$ cat config.mk
export PLATFORM = sky130hd
export DESIGN_NAME = timer_seq_ctrl
export DESIGN_NICKNAME = d
export VERILOG_FILES = /design/src/rtl/timer_seq_ctrl.sv
export SDC_FILE = /design/constraint.sdc
export NUM_CORES = 1
export LEC_CHECK = 0
export ABC_AREA = 1
export CORE_MARGIN = 5
export CORE_UTILIZATION = 45
export DETAILED_ROUTE_END_ITERATION = 8
export GPL_TIMING_DRIVEN = 0
export PLACE_DENSITY = 0.74
export SYNTH_ARGS = -nofsm -noshare
export SYNTH_HDL_FRONTEND = slang
export SYNTH_SLANG_ARGS = --single-unit
$ cat constraint.sdc
create_clock -name sys_clk -period 4.1 [get_ports sys_clk]
set_input_delay 0.82 -clock sys_clk [delete_from_list [all_inputs] [get_ports sys_clk]]
set_output_delay 0.82 -clock sys_clk [all_outputs]
set_load 0.01 [all_outputs]
$ cat src/rtl/timer_seq_ctrl.sv
// timer_seq_ctrl: start/stop/pause sequencer around a 26-bit up-counter with threshold compare.
// Latency: cnt/out/done/wrap_cnt are registered and reflect a sampled control input one cycle later.
// Backpressure: cfg_ready is high only in IDLE/DONE; offers made in RUN/HOLD are dropped, not queued.
// Ports:
//   sys_clk, sys_rst_n              clock, async active-low reset
//   cfg_valid/cfg_ready             config handshake; cfg_period, cfg_compare, cfg_oneshot payload
//   start, stop, pause              control (priority stop > start > pause)
//   cnt, out, busy, done, wrap_cnt  count, threshold, RUN/HOLD flag, end-of-period pulse, period tally
module timer_seq_ctrl #(
  parameter logic [25:0] DEF_PERIOD  = 26'd49_999_999,
  parameter logic [25:0] DEF_CMP     = 26'd25_000_000,
  parameter logic        DEF_ONESHOT = 1'b0
) (
  input  logic        sys_clk,
  input  logic        sys_rst_n,
  input  logic        cfg_valid,
  output logic        cfg_ready,
  input  logic [25:0] cfg_period,
  input  logic [25:0] cfg_compare,
  input  logic        cfg_oneshot,
  input  logic        start,
  input  logic        stop,
  input  logic        pause,
  output logic [25:0] cnt,
  output logic        out,
  output logic        busy,
  output logic        done,
  output logic [7:0]  wrap_cnt
);

  typedef enum logic [1:0] {IDLE, RUN, HOLD, DONE} state_t;

  state_t      state, state_nxt;
  logic [25:0] period_q, cmp_q;
  logic        oneshot_q;
  logic [25:0] cnt_nxt;
  logic [7:0]  wrap_nxt;
  logic        done_nxt;
  logic        out_nxt;
  logic        cfg_acc;
  logic [25:0] cmp_eff;

  assign cfg_ready = (state == IDLE) || (state == DONE);
  assign cfg_acc   = cfg_valid && cfg_ready;
  assign busy      = (state == RUN) || (state == HOLD);

  // A start issued alongside a config accept must compare against the new
  // threshold on its very first RUN cycle, so look through the register.
  assign cmp_eff = cfg_acc ? cfg_compare : cmp_q;

  always_comb begin
    state_nxt = state;
    cnt_nxt   = cnt;
    wrap_nxt  = wrap_cnt;
    done_nxt  = 1'b0;
    if (stop) begin
      state_nxt = IDLE;
      cnt_nxt   = 26'd0;
    end else if (start) begin
      state_nxt = RUN;
      cnt_nxt   = 26'd0;
      wrap_nxt  = 8'd0;
    end else begin
      case (state)
        RUN: begin
          // Terminal count wins over pause so a period is never stretched.
          if (cnt == period_q) begin
            done_nxt = 1'b1;
            cnt_nxt  = 26'd0;
            if (wrap_cnt != 8'd255) wrap_nxt = wrap_cnt + 8'd1;
            if (oneshot_q) state_nxt = DONE;
          end else if (pause) begin
            state_nxt = HOLD;
          end else begin
            cnt_nxt = cnt + 26'd1;
          end
        end
        HOLD: begin
          // Leave HOLD with the frozen value; counting picks up next cycle.
          if (!pause) state_nxt = RUN;
        end
        default: ;
      endcase
    end
    // Registered out is computed from next-state values so it tracks cnt with no lag.
    out_nxt = ((state_nxt == RUN) || (state_nxt == HOLD)) && (cnt_nxt >= cmp_eff);
  end

  always_ff @(posedge sys_clk or negedge sys_rst_n) begin
    if (!sys_rst_n) begin
      state     <= IDLE;
      cnt       <= 26'd0;
      out       <= 1'b0;
      done      <= 1'b0;
      wrap_cnt  <= 8'd0;
      period_q  <= DEF_PERIOD;
      cmp_q     <= DEF_CMP;
      oneshot_q <= DEF_ONESHOT;
    end else begin
      state    <= state_nxt;
      cnt      <= cnt_nxt;
      out      <= out_nxt;
      done     <= done_nxt;
      wrap_cnt <= wrap_nxt;
      if (cfg_acc) begin
        period_q  <= cfg_period;
        cmp_q     <= cfg_compare;
        oneshot_q <= cfg_oneshot;
      end
    end
  end

endmodule

# Word level (Yosys, flattened, before mapping)

Index checks and enable logic that the tools add are counted.

Reduce and logical (&&, ||, !) cells: 10
Bitwise logic cells: 1
Equal/unequal tests: 7
Magnitude comparators: 1
Add/sub/neg operators: 2
Multiplexer cells: 21

Operators with widths:

| cell                    | count |
|---|---|
| $mux W26                | 6 |
| $mux W8                 | 4 |
| $add A26 B1 Y26 const B | 1 |
| $eq A26 B26 Y1          | 1 |
| $ge A26 B26 Y1          | 1 |
| $mux W2                 | 6 |
| $add A8 B1 Y8 const B   | 1 |
| $ne A8 B8 Y1 const B    | 1 |
| $eq A2 B2 Y1 const B    | 3 |
| $reduce_bool A2 Y1      | 3 |
| $eq A2 B1 Y1 const B    | 2 |
| $mux W1                 | 4 |
| $pmux W2 S2             | 1 |
| $reduce_and A4 Y1       | 1 |
| $logic_or A1 B1 Y1      | 3 |
| $logic_and A1 B1 Y1     | 2 |
| $logic_not A2 Y1        | 1 |
| $not A1 Y1              | 1 |

Logic and storage cells: 50
Register bits: 91

# Logic depth before layout (Yosys ltp)

Depth after elaboration: 8
Depth in mapped cells: 26

# Worst setup path after synthesis

No wires, ideal clock.

Kind: input to register
Start: input port pause
End: register out
Arrival: 3.116 ns
Setup slack: 0.913 ns
Required time: 4.029 ns
Stages: 19
Buffers on the path: 0
Path through: inv_1 nand2_1 nor2_1 nand3_1 nor2_1 nand2_1 nor2_1 nand2_1 o31ai_1 a21oi_1 ha_1 inv_1 nor3_1 inv_1 nor4_1 nand4_1 nand3_1 nand2_1 nor2_1

Elaborated cells on any way between the ends: 16

RTL lines:

| element                | RTL line | source |
|---|---|---|
| start: declaration     | 23       | `input logic pause,` |
| $mux W26               | 72       | `end else if (pause) begin` |
| $mux W26               | 67       | `if (cnt == period_q) begin` |
| $mux W26               | 64       | `case (state)` |
| $mux W26               | 59       | `end else if (start) begin` |
| $mux W26               | 56       | `if (stop) begin` |
| via cnt_nxt[22]        | 36       | `logic [25:0] cnt_nxt;` |
| $ge A26 B26 Y1         | 86       | `out_nxt = ((state_nxt == RUN) \|\| (state_nxt == HOLD)) && (cnt_nxt >= cmp_eff);` |
| $logic_and A1 B1 Y1    | 86       |  |
| via out_nxt            | 39       | `logic out_nxt;` |
| end signal: assignment | 102      | `out <= out_nxt;` |
| end: declaration       | 25       | `output logic out,` |

The timed path passes the listed nets, and every way through them passes these cells.
A chain may end at the register's enable or synchronous reset.

# Final worst setup path

Same ends and word-level chain as after synthesis.

==> metrics.log <==
INFO  metric netlist_instances = 720
INFO  metric maxCapViolCount = 0
INFO  metric postSynthRegisterBits = 91
INFO  metric via_count_of_the_first_global_routing_pass = 4631
INFO  metric power.clock.fraction = 0.400
INFO  metric worstSkewPairLatency = 0.35 ns
INFO  metric total_routed_length = 13500 um
INFO  metric placement.cell_area = 6600 um^2
INFO  metric max_slew.worst_pin.slew = 0.535 ns
INFO  metric overflow = 0
INFO  metric final-max-slew-violation-count = 0
INFO  metric area_enclosed_by_the_die_boundary = 14400 um^2
INFO  metric cellInternalPower = 1800 uW
INFO  metric ys.flop_type = sky130_fd_sc_hd__dfrtp_1
INFO  metric report.final.hold_viol_count = 0
INFO  metric synth-warning-count = 0
INFO  metric postSynthNetCount = 809
INFO  metric dr_total_vias = 4848
INFO  metric power.static_leakage = 0.00334 uW
INFO  metric routabilityCongestion = 0.902
INFO  metric setup_viol = 0
INFO  metric class_of_the_tightest_hold_or_removal_check = in2async
INFO  metric synth.cells.most_frequent = sky130_fd_sc_hd__nand2_1 (164), sky130_fd_sc_hd__inv_1 (142), sky130_fd_sc_hd__nor2_1 (80)
INFO  metric drt_first_iter_violations = 349
INFO  metric path_max_fanout = 5
INFO  metric total_power_of_the_final_layout = 2420 uW
INFO  metric layout-drive-gt1-share = 0.0912
INFO  metric floorplan.rows = 40
INFO  metric route.detailed.vias_per_inst = 4.95
INFO  metric tritoncts_clock_tree = built
INFO  metric ioPinCount = 97
INFO  metric setup.worst_path.class = in2reg
INFO  metric synth.cell_area = 5430 um^2
INFO  metric synth_area_per_cell = 7.54 um^2
INFO  metric insertedDiodeCount = 0
INFO  metric fin_util = 0.584
INFO  metric drt-wirelength-per-cell = 13.8 um
INFO  metric core-area = 11900 um^2
INFO  metric yosysTopAreaCellShare = 0.281
INFO  metric filler_cell_count = 1104
INFO  metric timing.critical_path.to_type = flop
INFO  metric synth.top_cells.by_area = sky130_fd_sc_hd__dfrtp_1 (28%), sky130_fd_sc_hd__dfstp_2 (15%), sky130_fd_sc_hd__nand2_1 (11%), sky130_fd_sc_hd__inv_1 (9.8%), sky130_fd_sc_hd__ha_1 (6.9%)
INFO  metric timing.clock.skew = 0.00749 ns
INFO  metric start_kind = primary input
INFO  metric critical_path_arrival = 4.17 ns
INFO  metric fmax = 257 MHz
INFO  metric outcome = complete, no violations
INFO  metric clock_sink_count = 91
INFO  metric p_sw = 619 uW
INFO  metric yosysMostFrequentCell = sky130_fd_sc_hd__nand2_1
INFO  metric start_util = 0.456
INFO  metric comb_power_share = 0.163
INFO  metric grt_max_degree = 71
INFO  metric first_pass_grt_wire_length = 22400 um
INFO  metric layout.nets = 917
INFO  metric slew_headroom = 0.643
INFO  metric yosysUniqueCellTypes = 34
INFO  metric synth_top_area_cell = sky130_fd_sc_hd__dfrtp_1
INFO  metric fin_ws = 0.207 ns
INFO  metric clock_tree.root_cell = sky130_fd_sc_hd__clkbuf_16
INFO  metric synth_async_sr_flop_share = 1.00
INFO  metric period_share = 0.950
INFO  metric groute.usage.overall = 0.197
INFO  metric ys_seq_area_frac = 0.426
INFO  metric numCtsBuffers = 9
INFO  metric clock_tree.htree_level_count = 3
INFO  metric postRouteAntennaNets = 0
INFO  metric power.share.sequential = 0.437
INFO  metric worst-r2r-cell-count = 22
INFO  metric grt_antenna_before_repair = 0
INFO  metric flow.area_growth_from_synthesis = 28.2%
INFO  metric fin_hold_ws = 0.365 ns
INFO  metric io_buffer_count = 96
INFO  metric dp_hpwl = 10500 um
INFO  metric final_cell_area = 6960 um^2
INFO  metric floorplan.die.height = 120 um
INFO  metric layout_min_cycle_time = 3.89 ns
INFO  metric path_clk_slew = 0.07 ns
INFO  metric detail_route.drc_violations = 0
INFO  metric vdd_ir_drop_max = 0.231 mV
INFO  metric drtPass1Iterations = 5
INFO  metric power_density = 348 nW/um^2
INFO  metric synth-edff-count = 0
INFO  metric cts-root-to-sink-buffers = 2
INFO  metric power.switching_fraction = 0.256
INFO  metric cp_data_required_time = 4.38 ns
INFO  metric floorplan.die.width = 120 um
INFO  metric dpl_worst_slack = -0.224 ns
logic make-up after synthesis:
group,count (synthesis),share of synthesized area
AND/OR/NAND/NOR,310,0.237
AO/OA/AOI/OAI,99,0.101
adder cells (fa/ha/maj),30,0.0692
buffers and inverters,160,0.114
multiplexers,9,0.0187
XOR/XNOR,21,0.0339
flip-flops,91,0.426
metrics by stage:
stage	TNS, ns	cells
floorplan	0	720
global placement	-65.82	963
detailed placement	-0.224	964
CTS	0	980
global route	-0.00421	980
finish	0	980
power groups by stage:
stage | sequential, uW | clock (uW) | combinational [uW]
3_3_place_gp | 1070 | 0 | 383
5_1_grt | 1070 | 1030 | 455
2_1_floorplan | 1060 | 0 | 240
4_1_cts | 1060 | 985 | 400
6_report | 1060 | 967 | 395
3_5_place_dp | 1070 | 0 | 395
layout make-up:
class / instances / area, um^2 / area share
timing repair buffer: 97 / 986 / 0.142
buffer: 14 / 72.6 / 0.0104
multi-input combinational: 469 / 2500 / 0.359
clock buffer: 10 / 239 / 0.0343
tap: 147 / 184 / 0.0264
inverter: 146 / 548 / 0.0788
sequential: 91 / 2310 / 0.333
clock inverter: 6 / 113 / 0.0162
final timing paths:
| kind | start | slack, ns | to |
|---|---|---|---|
| worst max-delay path | pause | 0.21 | out$_DFF_PN0_ |
| min in group sys_clk | period_q[0]$_DFFE_PN1P_ | 0.48 | period_q[0]$_DFFE_PN1P_ |
| worst max register to register | cnt[8]$_DFF_PN0_ | 0.58 | out$_DFF_PN0_ |
| worst min register to register | period_q[0]$_DFFE_PN1P_ | 0.48 | period_q[0]$_DFFE_PN1P_ |
| worst min-delay path | sys_rst_n | 0.36 | cmp_q[4]$_DFF_PN0_ |
| max in group asynchronous | sys_rst_n | 3.05 | period_q[1]$_DFFE_PN1P_ |
cells in the final DEF, fill, tap and decap left out, types with 4 or more instances in the layout:
master / count
sky130_fd_sc_hd__clkbuf_1: 9
sky130_fd_sc_hd__clkbuf_16: 9
sky130_fd_sc_hd__dfstp_2: 30
sky130_fd_sc_hd__xor2_1: 16
sky130_fd_sc_hd__nor3_1: 17
sky130_fd_sc_hd__a211oi_1: 6
sky130_fd_sc_hd__clkdlybuf4s50_1: 95
sky130_fd_sc_hd__o21ai_0: 45
sky130_fd_sc_hd__inv_1: 142
sky130_fd_sc_hd__nand3_1: 26
sky130_fd_sc_hd__nor2_1: 79
sky130_fd_sc_hd__a21oi_1: 38
sky130_fd_sc_hd__inv_2: 4
sky130_fd_sc_hd__nor4_1: 5
sky130_fd_sc_hd__nand4_1: 9
sky130_fd_sc_hd__xnor2_1: 5
sky130_fd_sc_hd__nand2_1: 164
sky130_fd_sc_hd__mux2_2: 9
sky130_fd_sc_hd__ha_1: 30
sky130_fd_sc_hd__dfrtp_1: 61
registers in the layout, summed over array words and instances (netlist names):
register	cells
out	1
state	2
oneshot_q	1
done	1
period_q	26
wrap_cnt	8
cmp_q	26
cnt	26
what timing repair did:
action / CTS / global route
gates resized for setup: 0 / 2
buffers inserted: 0 / 0
hold buffers: 0 / 0
setup endpoints to repair: 0 / 1
worst max-delay path, stage by stage:
cell and delay, ns:
sky130_fd_sc_hd__clkdlybuf4s50_1 0.47, sky130_fd_sc_hd__inv_1 0.17, sky130_fd_sc_hd__nand2_1 0.15, sky130_fd_sc_hd__nor2_1 0.16
sky130_fd_sc_hd__nand3_1 0.18, sky130_fd_sc_hd__nor2_2 0.17, sky130_fd_sc_hd__nand2_1 0.09, sky130_fd_sc_hd__nor2_1 0.18
sky130_fd_sc_hd__nand2_1 0.11, sky130_fd_sc_hd__o31ai_1 0.21, sky130_fd_sc_hd__a21oi_1 0.10, sky130_fd_sc_hd__ha_1 0.31
sky130_fd_sc_hd__inv_1 0.04, sky130_fd_sc_hd__nor3_1 0.23, sky130_fd_sc_hd__inv_1 0.08, sky130_fd_sc_hd__nor4_2 0.24
sky130_fd_sc_hd__a21oi_1 0.13, sky130_fd_sc_hd__nand3_1 0.17, sky130_fd_sc_hd__nand2_1 0.08, sky130_fd_sc_hd__nor2_1 0.08
metal layers:
metal	vias up	share of wire	GRT usage
met5	-	0	0
met4	0	0.019	0.0773
met3	18	0.041	0.0302
met2	107	0.48	0.326
met1	2246	0.46	0.261
li1	2477	-	-
No activity file was read; power rests on OpenSTA's default activity.
==> edit 1 (same settings) <==
Register the output `wrap_cnt` once more; this adds one clock of latency there. The other outputs are not delayed to match. Comments in the files are not updated.
--- a/src/rtl/timer_seq_ctrl.sv
+++ b/src/rtl/timer_seq_ctrl.sv
@@ -31,4 +31,6 @@
   typedef enum logic [1:0] {IDLE, RUN, HOLD, DONE} state_t;
 
+  logic [7:0] wrap_cnt_s0;
+
   state_t      state, state_nxt;
   logic [25:0] period_q, cmp_q;
@@ -52,5 +54,5 @@
     state_nxt = state;
     cnt_nxt   = cnt;
-    wrap_nxt  = wrap_cnt;
+    wrap_nxt  = wrap_cnt_s0;
     done_nxt  = 1'b0;
     if (stop) begin
@@ -68,5 +70,5 @@
             done_nxt = 1'b1;
             cnt_nxt  = 26'd0;
-            if (wrap_cnt != 8'd255) wrap_nxt = wrap_cnt + 8'd1;
+            if (wrap_cnt_s0 != 8'd255) wrap_nxt = wrap_cnt_s0 + 8'd1;
             if (oneshot_q) state_nxt = DONE;
           end else if (pause) begin
@@ -93,5 +95,5 @@
       out       <= 1'b0;
       done      <= 1'b0;
-      wrap_cnt  <= 8'd0;
+      wrap_cnt_s0 <= 8'd0;
       period_q  <= DEF_PERIOD;
       cmp_q     <= DEF_CMP;
@@ -102,5 +104,5 @@
       out      <= out_nxt;
       done     <= done_nxt;
-      wrap_cnt <= wrap_nxt;
+      wrap_cnt_s0 <= wrap_nxt;
       if (cfg_acc) begin
         period_q  <= cfg_period;
@@ -111,4 +113,8 @@
   end
 
+  always_ff @(posedge sys_clk) begin
+    wrap_cnt <= wrap_cnt_s0;
+  end
+
 endmodule
 
Formal check against the unedited RTL: not equivalent (a bounded check fails within 4 cycles, from zero or initial values and one cycle with sys_rst_n low).
==> edit 1 against the unedited design <==
Routed wire length rose by 4.3%. Worst setup slack improved by 350 ps. Via count fell by 1.2%. Sequential cell count rose by 8. Sequential share of layout area rose by 1.6 points. Total power rose by 4.6%. Synthesized area rose by 2.3%. Cell area rose by 2.0%. Highest routed layer unchanged.
==> edit 1: results (changes against the unedited design) <==
| Metric | Value |
|---|---|
| Post-synthesis adder-cell area fraction | `6.76% (-0.15 points)` |
| Max-slew headroom | `58.8% (-5.5 points)` |
| Seq/Total Area, Yosys | `44.6% (+1.9 points)` |
| Worst Path Arrival | `3790 ps (-380 ps)` |
| Number of global-route vias before repair | `4717 (+1.9%)` |
| Multiplexer share of the synthesized area | `1.83% (-0.042 points)` |
| Antenna cell count | `0 (unchanged)` |
| Largest net degree at the start of global routing | `58 (-18%)` |
| DRC marker count from the first detailed-route iteration | `255 (-27%)` |
| Final Wtd Congestion | `0.905 (+0.41%)` |
| Layout cell share with drive strength beyond 1 | `10.7% (+1.5 points)` |
| Initial antenna violation count | `0 (unchanged)` |
| PostCTS Resize Cnt | `0 (unchanged)` |
| Critical path peak fanout | `9 (+4)` |
| Biggest regs | `cmp_q: 26 flops, cnt: 26 flops, period_q: 26 flops` |
| Synth Area in Compound Gates | `10.4% (+0.36 points)` |
| Xor/xnor share of the synthesized area | `2.84% (-0.55 points)` |
| HPWL Detailed | `11.0 mm (+4.8%)` |
| Hold Crit Class | `reg2reg` |
| Status | `finished, final reports clean` |
| CTS Hold Buffers Added | `0 (unchanged)` |
| Total GRT Usage | `20.5% (+0.72 points)` |
| Max H-tree Level | `3 (unchanged)` |
| Setup Fix Bufs, Post-CTS | `0 (unchanged)` |
| Skew final | `6.73 ps (-0.764 ps)` |
| Clk pin slew, worst setup/hold paths | `70 ps (about the same)` |
| Fillers | `1111 (+0.63%)` |
| CTS Buffer Depth | `2 (unchanged)` |
| Leak pwr | `3.38 nW (+1.1%)` |
| Clock latency on the worst-skew pair | `360 ps` |
| Mapped Nets | `810 (+0.12%)` |
| Async S/R FF share, synth | `91.9% (-8.1 points)` |
| Fin nets | `918 (+0.11%)` |
| Synth unique cells | `37 (+8.8%)` |
| First-pass GRT wire length | `23.2 mm (+3.6%)` |
| Root Driver | `clkbuf_16` |
| VDD IR-drop max | `0.328 mV (+42%)` |
| Vias after detailed routing | `4789 (-1.2%)` |
| PortBufs | `96 (unchanged)` |
| Post-DR wirelength/cell | `14.1 microns (+2.0%)` |
| Pre-CTS WS | `-195 ps (+28.7 ps)` |
| Synth cell count leaders | `nand2_1, inv_1, nor2_1` |
| YS warnings | `0 (unchanged)` |
| DR pass1 iterations | `5 (unchanged)` |
| CTS Buf Count | `9 (unchanged)` |
| Top post-synthesis cells by area | `dfrtp_1, dfstp_2, nand2_1` |
-- edit 1: changes by cell type in the layout (fill, tap and decap cells not counted), sizes merged, moves of 3 or more --
cell / before / now
a211oi: 6 / 9
dfxtp: 0 / 8
inv: 146 / 143
nand2: 167 / 161
nand4: 9 / 5
nor2: 82 / 88
o21ai: 47 / 54
-- edit 1: cells by family (layout without fill, tap and decap cells) --
group | count (synthesis) | after routing
multiplexers | 9 | 9
AO/OA/AOI/OAI | 107 | 107
flip-flops | 99 | 99
adder cells (fa/ha/maj) | 30 | 30
buffers and inverters | 155 | 268
XOR/XNOR | 18 | 18
AND/OR/NAND/NOR | 303 | 303
-- edit 1: area by class of cell --
class / instances / area (sq um) / area share, %
Multi-Input combinational cell: 467 / 2510 / 35.3
Sequential cell: 99 / 2470 / 34.9
Timing Repair Buffer: 97 / 988 / 13.9
Inverter: 143 / 542 / 7.63
Clock buffer: 10 / 239 / 3.37
Tap cell: 168 / 210 / 2.96
Clock inverter: 6 / 72.6 / 1.02
Buffer: 12 / 65.1 / 0.917
-- edit 1: worst max-delay path: stages --
cell	delay, ps
clkdlybuf4s50_1	550
nor2_2	450
inv_1	260
a211oi_2	350
ha_1	300
a21oi_1	140
o21ai_0	90
a21o_1	150
a21oi_1	130
nor2_1	70
nor3_1	220
o21ai_2	130
nand2_1	90
nor2_1	40
-- edit 1: per-stage QoR --
stage	area, sq um	utilization [%]	instances
after global placement	6720	55.7	985
after detailed placement	6750	55.9	986
after global routing	7100	58.8	1002
after floorplan	5550	-	721
final	7100	58.8	1002
after CTS	7060	58.5	1002
-- edit 1: path summary, 6_finish.rpt --
path	start	to	slack, ps	cells after the start
setup / recovery	start	out	550	14
hold / removal	wrap_cnt_s0[5]	wrap_cnt[5]	390	0
setup reg to reg	state[1]	out	610	21
hold reg to reg	wrap_cnt_s0[5]	wrap_cnt[5]	390	0
max in group asynchronous	sys_rst_n	cmp_q[22]	2980	2
min in group asynchronous	sys_rst_n	state[1]	420	1
-- edit 1: power breakdown --
part           switching (mW)  total (mW)  internal (mW)
sequential             0.0547        1.18           1.12
clock                   0.392       0.888          0.495
combinational           0.263       0.465          0.201
total                   0.711        2.53           1.82
-- edit 1: layer usage --
layer	wire (microns)	vias to the layer above	track usage (%)	share of wire (%)
met4	303	0	6.30	2.1
met2	6640	108	33.9	47
met3	844	18	6.15	6.0
met5	0	-	0	0
li1	-	2468	-	-
met1	6350	2195	25.7	45
==> edit 2 (config.mk and constraints unchanged) <==
Without the edit above. Set the parameter `DEF_ONESHOT` to 1'b1 (it was 1'b0).
--- a/src/rtl/timer_seq_ctrl.sv
+++ b/src/rtl/timer_seq_ctrl.sv
@@ -10,5 +10,5 @@
   parameter logic [25:0] DEF_PERIOD  = 26'd49_999_999,
   parameter logic [25:0] DEF_CMP     = 26'd25_000_000,
-  parameter logic        DEF_ONESHOT = 1'b0
+  parameter logic        DEF_ONESHOT = 1'b1
 ) (
   input  logic        sys_clk,
Formal check against the unedited RTL: no difference found for any inputs over 4 cycles, from zero or initial values and one cycle with sys_rst_n low; that may be too few to reach the edited logic, so the function may still have changed.
==> edit 2 against the unedited design <==
Synthesized cell count unchanged. Sequential share of layout area up 0.12 points. Clock skew about the same. Cell area down 0.31%. Worst setup slack better by 64 ps. Routed wire length up 0.13%. Sequential cell count unchanged. Non-clock buffer count unchanged. Count of clock-buffer cells in the layout unchanged. Hold slack worse by 1.1 ps. Synthesized area about the same. Total power down 3.0%. Largest cell class unchanged. Largest power group unchanged. Highest routed layer unchanged.
==> edit 2: results (changes against the unedited design) <==
| Metric | Value |
|---|---|
| M1 GR Usage | `24.6% (-1.6 points)` |
| Leak pwr | `3.31 nW (-0.99%)` |
| Layout cell share with drive strength beyond 1 | `9.48% (+0.36 points)` |
| Final Wtd Congestion | `0.867 (-3.8%)` |
| Non-CTS buffers | `111 (unchanged)` |
| Sequential share of cell area | `33.4% (+0.12 points)` |
| VDD IR-drop max | `0.231 mV (about the same)` |
| ClkCell Share | `4.60% (-0.45 points)` |
| Met3 GRT Util | `3.86% (+0.85 points)` |
| Worst path max stage delay | `490 ps (+20 ps)` |
| Pre-CTS WS | `-331 ps (-107 ps)` |
| Multi-input gate area | `2510 sq um (+0.40%)` |
| Max Fclk | `261 MHz (+1.7%)` |
| Final instance area | `6940 sq um (-0.31%)` |
| Synth cell count leaders | `nand2_1, inv_1, nor2_1` |
| Multiplexer share of the synthesized area | `1.87% (about the same)` |
| WL met3 | `655 microns (+18%)` |
| Drt total wl | `13.6 mm (+0.13%)` |
| Status | `finished, final reports clean` |
| Max-slew headroom | `63.7% (-0.61 points)` |
| Placed inst area | `6600 sq um (about the same)` |
| Number of global-route vias before repair | `4610 (-0.45%)` |
| M1 WL | `6.06 mm (-2.7%)` |
| Data buffer area share | `15.3% (+0.047 points)` |
| Critical path peak fanout | `5 (unchanged)` |
| Total GRT Usage | `19.3% (-0.42 points)` |
| DRC marker count from the first detailed-route iteration | `280 (-20%)` |
| R2R Setup Slk | `620 ps (+40 ps)` |
| Seq/Total Area, Yosys | `42.7% (about the same)` |
| Synth unique cells | `34 (unchanged)` |
| First-pass GRT wire length | `22.2 mm (-1.0%)` |
| Skew final | `7.52 ps (+0.0263 ps)` |
| Die area | `14400 sq um (about the same)` |
| Pint | `1.72 mW (-4.3%)` |
| DR WL met2 | `6.66 mm (+2.4%)` |
| Xor/xnor share of the synthesized area | `3.39% (about the same)` |
| Fin nets | `917 (unchanged)` |
| HPWL Detailed | `10.6 mm (+1.2%)` |
| Post-synthesis adder-cell area fraction | `6.91% (about the same)` |
| Vias after detailed routing | `4823 (-0.52%)` |
| Fillers | `1118 (+1.3%)` |
| Met2 Track Usage GR | `33.4% (+0.81 points)` |
| Synth Area in Compound Gates | `10.0% (about the same)` |
| FF-to-FF Start | `period_q[23]` |
| Worst Path Arrival | `4100 ps (-70 ps)` |
| Top post-synthesis cells by area | `dfrtp_1, dfstp_2, nand2_1` |
==> edit 2: cells by family after synthesis <==
group	count (synthesis)
fa+ha+maj	30
xor+xnor	21
flops	91
compound gates	99
buf+inv	160
mux	9
simple gates	310
==> edit 2: power groups by stage <==
stage               clock (mW)  sequential (mW)  combinational, mW
floorplan                    0             1.06              0.241
global placement             0             1.07              0.382
detailed placement           0             1.07              0.395
CTS                      0.902             1.06              0.400
global route             0.937             1.07              0.455
finish                   0.890             1.06              0.397
==> edit 2: timing repair <==
action / 4_1_cts / 5_1_grt
endpoints found under the setup margin: 1 / 1
gates cloned: 0 / 0
resized for setup: 1 / 4
==> edit 2: how the worst min path moves through the flow <==
stage	slack, ps	to
2_1_floorplan	460	period_q[0]
3_3_place_gp	470	period_q[13]
3_5_place_dp	480	period_q[13]
4_1_cts	370	cmp_q[4]
5_1_grt	380	cmp_q[7]
6_report	360	cmp_q[4]
